`config.mk`:
```
export PLATFORM = sky130hd
export DESIGN_NAME = score_keeper
export DESIGN_NICKNAME = d
export VERILOG_FILES = /design/src/rtl/score_keeper.sv
export SDC_FILE = /design/constraint.sdc
export NUM_CORES = 1
export LEC_CHECK = 0
export ABC_AREA = 1
export CELL_PAD_IN_SITES_DETAIL_PLACEMENT = 0
export CELL_PAD_IN_SITES_GLOBAL_PLACEMENT = 2
export CORE_ASPECT_RATIO = 0.9
export CORE_MARGIN = 5
export CORE_UTILIZATION = 31
export CTS_CLUSTER_DIAMETER = 50
export CTS_CLUSTER_SIZE = 14
export DETAILED_ROUTE_END_ITERATION = 6
export HOLD_SLACK_MARGIN = 0.02
export PLACE_DENSITY = 0.9
export SLEW_MARGIN = 30
export SYNTH_ARGS = -nofsm -noshare
export SYNTH_HDL_FRONTEND = slang
export SYNTH_SLANG_ARGS = --single-unit
```
`constraint.sdc`:
```
create_clock -name clk -period 2.5 [get_ports clk]
set_input_delay 0.25 -clock clk [delete_from_list [all_inputs] [get_ports clk]]
set_output_delay 0.25 -clock clk [all_outputs]
set_load 0.01 [all_outputs]
```
`src/rtl/score_keeper.sv`:
```
// Score keeper for the driving game: frame-tick timing, IDLE/RUN/CRASH
// sequencing, 4-digit BCD score with saturation, high score and crash blink.
module score_keeper #(
  parameter int unsigned FRAMES_PER_POINT = 6,
  parameter int unsigned HOLD_FRAMES      = 120
) (
  input  logic        clk,
  input  logic        rst,
  input  logic        start,
  input  logic        deadFlag,
  input  logic [9:0]  hCount,
  input  logic [9:0]  vCount,
  output logic [1:0]  state,
  output logic        playing,
  output logic [15:0] score_bcd,
  output logic [15:0] hiscore_bcd,
  output logic        new_hi,
  output logic        flash
);

  localparam int unsigned FW = 6;
  localparam int unsigned HW = 8;
  localparam int unsigned SW = 16;

  localparam logic [1:0] S_IDLE  = 2'b00;
  localparam logic [1:0] S_RUN   = 2'b01;
  localparam logic [1:0] S_CRASH = 2'b10;

  localparam logic [FW-1:0] FRAME_LAST = FW'(FRAMES_PER_POINT - 1);
  localparam logic [HW-1:0] HOLD_LAST  = HW'(HOLD_FRAMES - 1);
  localparam logic [SW-1:0] SCORE_MAX  = 16'h9999;

  logic [1:0]    r_state;
  logic          r_playing;
  logic [SW-1:0] r_score;
  logic [SW-1:0] r_hiscore;
  logic          r_new_hi;
  logic          r_flash;
  logic [FW-1:0] r_fcnt;
  logic [HW-1:0] r_hcnt;
  logic          r_fz;
  logic          r_fz_prev;
  logic          r_start_q;

  logic          w_tick;
  logic          w_start_rise;
  logic [1:0]    w_state_d;
  logic [SW-1:0] w_score_d;
  logic [SW-1:0] w_hiscore_d;
  logic          w_new_hi_d;
  logic [FW-1:0] w_fcnt_d;
  logic [HW-1:0] w_hcnt_d;
  logic          w_playing_d;
  logic          w_flash_d;

  // BCD +1 with per-digit carry; 9999 stays 9999
  function automatic logic [SW-1:0] bcd_inc(input logic [SW-1:0] v);
    logic [SW-1:0] r;
    logic          carry;
    r     = v;
    carry = 1'b1;
    if (v != SCORE_MAX) begin
      for (int i = 0; i < 4; i++) begin
        if (carry) begin
          if (r[4*i +: 4] == 4'd9) begin
            r[4*i +: 4] = 4'd0;
          end else begin
            r[4*i +: 4] = r[4*i +: 4] + 4'd1;
            carry       = 1'b0;
          end
        end
      end
    end
    return r;
  endfunction

  // One tick per frame and one pulse per button press
  assign w_tick       = r_fz && !r_fz_prev;
  assign w_start_rise = start && !r_start_q;

  // Next-state and next-output logic
  always_comb begin
    w_state_d   = r_state;
    w_score_d   = r_score;
    w_hiscore_d = r_hiscore;
    w_new_hi_d  = 1'b0;
    w_fcnt_d    = r_fcnt;
    w_hcnt_d    = r_hcnt;
    case (r_state)
      S_IDLE: begin
        if (w_start_rise) begin
          w_state_d = S_RUN;
          w_score_d = '0;
          w_fcnt_d  = '0;
        end
      end
      S_RUN: begin
        if (deadFlag) begin
          w_state_d = S_CRASH;
          w_hcnt_d  = '0;
          if (r_score > r_hiscore) begin
            w_hiscore_d = r_score;
            w_new_hi_d  = 1'b1;
          end
        end else if (w_tick) begin
          if (r_fcnt == FRAME_LAST) begin
            w_fcnt_d  = '0;
            w_score_d = bcd_inc(r_score);
          end else begin
            w_fcnt_d = r_fcnt + FW'(1);
          end
        end
      end
      S_CRASH: begin
        if (w_tick) begin
          if (r_hcnt == HOLD_LAST) begin
            w_state_d = S_IDLE;
          end else begin
            w_hcnt_d = r_hcnt + HW'(1);
          end
        end
      end
      default: w_state_d = S_IDLE;
    endcase
    w_playing_d = (w_state_d == S_RUN);
    w_flash_d   = (w_state_d == S_CRASH) && w_hcnt_d[3];
  end

  // State and output registers with synchronous active-low reset
  always_ff @(posedge clk) begin
    if (!rst) begin
      r_state   <= S_IDLE;
      r_playing <= 1'b0;
      r_score   <= '0;
      r_hiscore <= '0;
      r_new_hi  <= 1'b0;
      r_flash   <= 1'b0;
      r_fcnt    <= '0;
      r_hcnt    <= '0;
      r_fz      <= 1'b0;
      r_fz_prev <= 1'b0;
      // Track the button level through reset so a held button must be
      // released and pressed again before a game can start.
      r_start_q <= start;
    end else begin
      r_state   <= w_state_d;
      r_playing <= w_playing_d;
      r_score   <= w_score_d;
      r_hiscore <= w_hiscore_d;
      r_new_hi  <= w_new_hi_d;
      r_flash   <= w_flash_d;
      r_fcnt    <= w_fcnt_d;
      r_hcnt    <= w_hcnt_d;
      r_fz      <= (hCount == 10'd0) && (vCount == 10'd0);
      r_fz_prev <= r_fz;
      r_start_q <= start;
    end
  end

  assign state       = r_state;
  assign playing     = r_playing;
  assign score_bcd   = r_score;
  assign hiscore_bcd = r_hiscore;
  assign new_hi      = r_new_hi;
  assign flash       = r_flash;

endmodule

```
# Word level (Yosys, flattened, before mapping)
# Cells that the tools add are included.
totals:
  wordCells: 111
  regBits: 54
op_classes:
  n_mux: 48
  reduce_logical: 19
  magnitude_cmp: 1
  n_eq_ne: 22
  add_sub_neg: 6
ops:
  columns: ["operator", "n"]
  rows:
  - ["$mux 16", 5]
  - ["$pmux 16 s2", 1]
  - ["$mux 4", 7]
  - ["$mux 6", 4]
  - ["$mux 8", 3]
  - ["$ne 2x2->1 const B", 11]
  - ["$mux 1", 21]
  - ["$reduce_and 7->1", 3]
  - ["$logic_not 10->1", 2]
  - ["$add 4x1->4 const B", 4]
  - ["$eq 4x4->1 const B", 4]
  - ["$gt 16x16->1", 1]
  - ["$ne 16x16->1 const B", 1]
  - ["$pmux 8 s2", 1]
  - ["$pmux 6 s2", 1]
  - ["$add 8x1->8 const B", 1]
  - ["$eq 8x7->1 const B", 1]
  - ["$mux 2", 4]
  - ["$reduce_and 4->1", 2]
  - ["$add 6x1->6 const B", 1]
  - ["$eq 6x3->1 const B", 1]
  - ["$pmux 2 s3", 1]
  - ["$reduce_and 3->1", 2]
  - ["$reduce_and 6->1", 1]
  - ["other kinds (6)", 13]

# Depth between registers and ports, before layout
# Gate-level depths: netlist of the first run.
logic_depth:
  word_depth: 25
  mapped_depth: 15
  mapped_depth_nobuf: 14

# Least setup slack after synthesis of the first run
# No wires, ideal clock.
synth_path:
  path_kind: "flip-flop to flip-flop"
  from: "register r_state[1] (netlist: state[1])"
  to: "register r_hcnt[1]"
  stages_incl_launch_ff: 11
  setup_time_ns: 0.116
  required_time_ns: 2.384
  arrival_ns: 1.556
  slack_ns: 0.828
  period_less_slack_ns: 1.672
  path_cell_list: "dfxtp_1 -> inv_1 -> ha_1 -> buf_6 -> inv_4 -> buf_6 -> nor2_4 -> a21oi_4 -> nand3_1 -> nand2_1 -> nor2_1"
synth_between:
  elab_chain_len: 3
  elab_cells_between_ends: 8
  cone_classes: "eq/ne: 5; mux: 1; reduce/logical: 2"
synth_rtl:
  columns: ["element", "line", "source"]
  rows:
  - ["from (decl)", "33", "logic [1:0] r_state;"]
  - ["from (signal assigned)", "146", "r_state <= w_state_d;"]
  - ["$eq 2x2->1 or $eq 2x1->1 (tied branches)", "89", "case (r_state)"]
  - ["$ne 2x2->1 (no line) or $reduce_bool 2->1 (tied branches)", null, null]
  - ["$reduce_and 4->1 (no line)", null, null]
  - ["to (signal assigned)", "153", "r_hcnt <= w_hcnt_d;"]
  - ["to (decl)", "40", "logic [HW-1:0] r_hcnt;"]
# Parallel ways exist; a longest one is shown, timed or not.
# A chain may end at the register's enable or synchronous reset.

# Worst setup path after layout of the first run
layout_path:
  from: "register r_state[1] (netlist: state[1])"
  to: "register r_score[5] (netlist: score_bcd[5])"
layout_between:
  elab_chain_len: 3
  elab_cells_between_ends: 11
  cone_classes: "eq/ne: 7; mux: 1; reduce/logical: 3"
layout_rtl:
  columns: ["element", "line", "source"]
  rows:
  - ["$eq 2x1->1 or $logic_not 2->1 (tied branches)", "89", null]
  - ["$ne 2x2->1 (no line) or $reduce_bool 2->1 (tied branches)", null, null]
  - ["$reduce_and 7->1 (no line)", null, null]
  - ["to (signal assigned)", "148", "r_score <= w_score_d;"]
  - ["to (decl)", "35", "logic [SW-1:0] r_score;"]
# Parallel ways exist; a longest one is shown, timed or not.

==> results of run 1 <==
==> routing by layer <==
| layer | up-vias | part of all wire (%) | routed length, um |
|---|---|---|---|
| li1 | 1712 | - | - |
| met1 | 1407 | 52 | 4440 |
| met2 | 46 | 44 | 3760 |
| met3 | 6 | 3.2 | 278 |
| met4 | 0 | 0.82 | 70 |
| met5 | - | 0 | 0 |
==> area by class of cell <==
cell class	instances	area share, %
well taps	133	3.85
clock inverters	3	1.04
repair buffers	68	15.3
multi-input cells	357	45.3
clock buffers	5	2.89
inverters	76	6.65
flip-flops and latches	54	25.0
==> stage by stage <==
| step | cells | total power, W | utilization [%] | setup slack [ps] |
|---|---|---|---|---|
| finish | 696 | 0.00261 | 40.0 | 457 |
| global route | 696 | 0.00279 | 40.0 | 330 |
| CTS | 696 | 0.00264 | 40.0 | 455 |
| detailed placement | 688 | 0.00183 | 38.5 | 486 |
| global placement | 688 | 0.00182 | 38.5 | 507 |
| floorplan | 500 | 0.00154 | - | 828 |
==> power breakdown <==
part	internal (W)	switching (W)
Sequential	0.000913	0.0000575
Clock	0.000473	0.000340
Combinational	0.000327	0.000503
==> worst paths after layout <==
kind	end	depth (start not counted)	from
setup / recovery	score_bcd[5]	10	state[1]
hold / removal	r_fz_prev	2	r_fz
setup reg to reg	score_bcd[5]	10	state[1]
hold reg to reg	r_fz_prev	2	r_fz
==> registers in the layout, indices dropped and copies added (netlist names) <==
signal and flops:
flash 1, r_fz 1, new_hi 1, r_fz_prev 1, state 2, score_bcd 16
playing 1, hiscore_bcd 16, r_hcnt 8, r_fcnt 6, r_start_q 1
==> worst max-delay path, cell delays in order, from the launching register on <==
cell and delay, ps:
dfxtp_1 410, inv_1 80, ha_1 230, inv_4 190, nor2_1 90, nand3_2 110
nand2_1 130, nor2_4 250, nand2_1 200, nand2_1 170, nor2_1 60
==> cell families after synthesis <==
logic type                 count (synthesis)
and+or+nand+nor                          265
buffers and inverters                     89
DFF                                       54
AOI/OAI and AO/OA                         53
adders and majority gates                 31
xor gates and xnor gates                   8
==> cell usage in the layout, fill, tap and decap left out, drive strengths merged, types with 4 or more instances in the layout <==
cell type / count
dfxtp: 54
ha: 31
clkdlybuf4s50: 60
nand2: 118
nor2: 75
o21ai: 10
nand4: 5
buf: 8
a21oi: 40
nor4: 4
clkbuf: 5
inv: 76
xor2: 6
nand3: 47
nor3: 12
==> summary.txt, run 1 <==
Synth
  – #FFs+latches synth: 54
  – Mux contribution to synthesized area: 0%
  – Sequential cell area fraction in the yosys report: 31.7%
  – Xor and xnor area share after synthesis: 2.06%
  – Mapped Cells: 500
  – Top cell type's share of synthesized area: 31.7%
  – Ys async rst share: 0%
  – Syn_nets: 555
  – Count leader, synth: nand2_1
  – Synth area leader: dfxtp_1
  – Avg Cell Area, Syn: 6.82 um^2
  – Simple-gate share of the synthesized area: 35.2%
  – Synth area leaders: dfxtp_1 (32%), nand2_1 (13%), ha_1 (11%)
  – Largest family of logic cells by synthesized area: simple AND/OR/NAND/NOR gates
  – Synth Area in Compound Gates: 8.88%
  – Most used DFF post-synth: dfxtp_1
  – Warnings from Yosys: 0
  – Top post-synthesis cells by count: nand2_1 (114), inv_1 (73), nor2_1 (66)
  – Netlist cell types: 35
  – Syn Std Cell Area: 3410 um^2
  – EDFF count, synth: 0
  – Synth Area in Adders: 11.4%

Detailed routing
  – Via count: 3171
  – Post-route ant nets: 0
  – Initial DRT Pass Iterations: 4
  – Routed wire length: 8560 um
  – Vias/cell: 4.56
  – Remaining DRCs: 0
  – Initial drt markers: 157
  – Drt wl/cell: 12.3 um

Global routing
  – Vias in the first global route: 3025
  – Initial antenna violation count: 0
  – GRT Overall Usage: 13.3%
  – Largest net degree at the start of global routing: 34
  – Top Usage Layer GRT: met2
  – Met1 Use GR: 18.7%
  – Met3 Use GR: 2.16%
  – Grt total ovfl: 0
  – Met2 Track Usage GR: 21.5%
  – First-pass GRT wire length: 14500 um

Clock network
  – CTS H-tree lvls: 2
  – Worst skew pair latency: 300 ps
  – Setup bufs post-CTS: 0
  – Max clock buf depth: 2
  – Clock transition at path regs: 70 ps
  – CTS tree: built
  – Total clock sinks: 54
  – Root Driver: clkbuf_16
  – CTS hold repair buffers: 0
  – Post-CTS Resized: 0
  – Num CTS Buffers: 5

STA
  – Final period util: 81.7%
  – Final setup viols: 0
  – Hold Vio Cnt, Final: 0
  – Fmax: 489 MHz
  – RSZ-0062 raised after global routing: no
  – Least-Margin Pin Slew: 445 ps
  – Pins Over Slew Limit: 0
  – Clk_skew: 8.92 ps
  – Fin Hold WS: 427 ps
  – Post-route minimum period: 2040 ps
  – Rel. slew slack: 70.3%
  – Setup tns final: 0 ps

Floorplan
  – Site Rows: 36
  – Area of the die: 13200 um^2
  – Initial core utilization: 31.5%
  – Die Ht: 109 um
  – Core Area: 10800 um^2
  – Die X-Extent: 121 um
  – I/O pin count: 61

Placement
  – Placer congestion estimate: 0.810
  – Post-DP Area: 4160 um^2
  – # port buffers: 60
  – HPWL after DPL: 6530 um

Cells and area
  – Register area: 1080 um^2
  – Fill count: 1155
  – Antenna Cells: 0
  – NumNets Final: 617
  – Finished Cell Area: 4330 um^2
  – Area taken by multi-input logic gates: 1960 um^2
  – Fraction of layout cells with a size suffix above 1: 7.46%
  – Area grow syn2layout: 26.9%

Critical path
  – R2r setup slk: 460 ps
  – Critical Setup Path Class: flop to flop
  – Crit path capture type: flop
  – Worst path required time: 2690 ps
  – Worst EP arrival: 2230 ps
  – Crit-path max FO: 12
  – Startpoint Class: flop

Pwr
  – Peak VDD IR: 302 uV
  – Leak: 1.79 nW
  – PwrDens: 604 nW/um^2

Hold path
  – Worst min path class: flop to flop

Run status
  – Status: complete, no violations

Job
  – Max Cap Viol: 0
(Power assumes the default switching activity.)
==> run 2: changes to the inputs <==
CORE_UTILIZATION = 29   (was 31)
PLACE_DENSITY = 0.85   (was 0.9)
clock period = 1.9 ns   (was 2.5 ns; I/O delays follow)
==> summary.txt, run 2 (synthesized netlist as in run 1, its figures left out) <==
Clock network
  – CTS tree: built (unchanged)
  – CTS H-tree lvls: 2 (unchanged)
  – Root Driver: clkbuf_16 (unchanged)
  – Total clock sinks: 54 (unchanged)
  – Max clock buf depth: 2 (unchanged)
  – Worst skew pair latency: 300 ps (about the same)
  – CTS hold repair buffers: 0 (unchanged)
  – Clock transition at path regs: 80 ps (was 70 ps)
  – Num CTS Buffers: 5 (unchanged)

Floorplan
  – Initial core utilization: 29.7% (was 31.5%)
  – Die X-Extent: 124 um (was 121 um)
  – I/O pin count: 61 (unchanged)
  – Site Rows: 37 (was 36)
  – Core Area: 11500 um^2 (was 10800 um^2)
  – Die Ht: 113 um (was 109 um)
  – Area of the die: 14000 um^2 (was 13200 um^2)

Pwr
  – PwrDens: 839 nW/um^2 (was 604 nW/um^2)
  – Power share of the clock group: 27.8% (was 31.1%)
  – Flop pwr share: 33.0% (was 37.1%)
  – Peak VDD IR: 350 uV (was 302 uV)
  – Switch Pwr: 0.00135 W (was 0.000901 W)
  – Int Power: 0.00252 W (was 0.00171 W)
  – Logic pwr share: 39.2% (was 31.8%)
  – Total power: 0.00387 W (was 0.00261 W)
  – Leak: 1.90 nW (was 1.79 nW)
  – Sw frac: 34.8% (was 34.5%)

Cells and area
  – Antenna Cells: 0 (unchanged)
  – Commonest cells after routing, fill and taps aside: nand2_1 (110), inv_1 (73), nor2_1 (61) (was nand2_1 (114), inv_1 (73), nor2_1 (65))
  – Area taken by multi-input logic gates: 2030 um^2 (was 1960 um^2)
  – Fill count: 1256 (was 1155)
  – Commonest non-fill, non-tap cell in the layout: nand2_1 (unchanged)
  – NumNets Final: 632 (was 617)
  – Register area: 1090 um^2 (was 1080 um^2)
  – Non-filler instance count after layout: 734 (was 696)
  – Finished Cell Area: 4610 um^2 (was 4330 um^2)
  – Fraction of layout cells with a size suffix above 1: 13.5% (was 7.46%)
  – Area grow syn2layout: 35.1% (was 26.9%)

Detailed routing
  – M1 wire length: 4530 um (was 4440 um)
  – Vias/cell: 4.42 (was 4.56)
  – Max Used Layer: met4 (unchanged)
  – Wire length on met2: 4270 um (was 3760 um)
  – Drt wl/cell: 12.6 um (was 12.3 um)
  – Initial drt markers: 183 (was 157)
  – Remaining DRCs: 0 (unchanged)
  – Via count: 3241 (was 3171)
  – Post-route ant nets: 0 (unchanged)
  – Initial DRT Pass Iterations: 4 (unchanged)
  – Routed wl met3: 309 um (was 278 um)
  – Routed wire length: 9210 um (was 8560 um)

STA
  – Least-Margin Pin Slew: 438 ps (was 445 ps)
  – Setup tns final: 0 ps (unchanged)
  – Hold Vio Cnt, Final: 0 (unchanged)
  – Final setup viols: 0 (unchanged)
  – Rel. slew slack: 70.8% (was 70.3%)
  – Fmax: 566 MHz (was 489 MHz)
  – Clk_skew: 9.77 ps (was 8.92 ps)
  – Final period util: 93.0% (was 81.7%)
  – Pins Over Slew Limit: 0 (unchanged)
  – Post-route minimum period: 1770 ps (was 2040 ps)

Placement
  – Placed Cells: 722 (was 688)
  – Post-DP Area: 4290 um^2 (was 4160 um^2)
  – Placer congestion estimate: 0.764 (was 0.810)
  – HPWL after DPL: 6780 um (was 6530 um)
  – # port buffers: 60 (unchanged)

Global routing
  – Vias in the first global route: 3143 (was 3025)
  – GRT Overall Usage: 12.7% (was 13.3%)
  – First-pass GRT wire length: 15000 um (was 14500 um)
  – Grt total ovfl: 0 (unchanged)
  – Initial antenna violation count: 0 (unchanged)
  – Largest net degree at the start of global routing: 34 (unchanged)

Critical path
  – Crit path capture type: flop (unchanged)
  – Startpoint Class: flop (unchanged)
  – Worst EP arrival: 1970 ps (was 2230 ps)
  – Crit-path max FO: 16 (was 12)
  – Worst path required time: 2100 ps (was 2690 ps)
  – Critical Setup Path Class: flop to flop (unchanged)

Hold path
  – Worst min path class: input pin to flop (was flop to flop)

Run status
  – Status: complete, no violations (unchanged)

Job
  – Max Cap Viol: 0 (unchanged)
run 2: changes by cell type in the layout (fill, tap and decap cells not counted), moves of 2 or more:
| cell | before | now |
|---|---|---|
| ha_4 | 0 | 2 |
| clkbuf_16 | 5 | 7 |
| a21oi_1 | 39 | 36 |
| ha_1 | 31 | 29 |
| nor2_2 | 5 | 8 |
| nor2_1 | 65 | 61 |
| a21oi_2 | 0 | 3 |
| buf_12 | 0 | 2 |
| nand2_1 | 114 | 110 |
| dfxtp_2 | 0 | 8 |
| dfxtp_1 | 54 | 45 |
| nand2_2 | 2 | 5 |
| buf_4 | 8 | 19 |
run 2: layout make-up:
type	count	area share (%)
repair buffers	83	18.1
flip-flops and latches	54	23.8
well taps	156	4.24
inverters	76	6.25
multi-input cells	357	44.0
clock buffers	6	2.80
clock inverters	2	0.815
run 2: path summary, 6_finish.rpt:
| kind | from | end | slack [ps] | cells after the start |
|---|---|---|---|---|
| worst max-delay path | score_bcd[11] | hiscore_bcd[1] | 130 | 8 |
| worst min-delay path | start | r_start_q | 420 | 1 |
| worst max register to register | score_bcd[11] | hiscore_bcd[1] | 130 | 8 |
| worst min register to register | r_fz | r_fz_prev | 430 | 2 |
run 2: layer usage:
| layer | vias up | GRT usage [%] |
|---|---|---|
| met5 | - | 0 |
| met4 | 0 | 3.94 |
| met3 | 6 | 2.50 |
| li1 | 1732 | - |
| met1 | 1458 | 16.6 |
| met2 | 45 | 21.1 |
run 2: metrics by stage:
stage | worst slack, ps | hold slack (ps) | utilization, %
global placement | -83.5 | 416 | 37.4
floorplan | 228 | 218 | -
detailed placement | 1.34 | 421 | 37.4
global route | -11.3 | 431 | 40.1
finish | 134 | 418 | 40.1
CTS | 1.92 | 425 | 38.9
run 2: power by group through the flow:
| stage | Clock, W | Sequential [W] | Combinational (W) |
|---|---|---|---|
| floorplan | 0 | 0.00131 | 0.000718 |
| global placement | 0 | 0.00129 | 0.00118 |
| detailed placement | 0 | 0.00130 | 0.00118 |
| CTS | 0.00111 | 0.00127 | 0.00120 |
| global route | 0.00115 | 0.00129 | 0.00168 |
| finish | 0.00108 | 0.00127 | 0.00152 |
run 2: critical path, stage by stage, from the launching register on:
cell and delay, ps:
dfxtp_1 450, ha_1 300, a21oi_1 160, nand2_1 90, a21oi_2 170, nand2_4 110, clkbuf_16 190, a21oi_1 140
nor2_1 60
run 2: what timing repair did:
action                     4_1_cts  5_1_grt
setup endpoints to repair        6       34
pin swaps                        0        1
gates cloned                     0        2
buffers inserted                 0        2
resized for setup                2       25
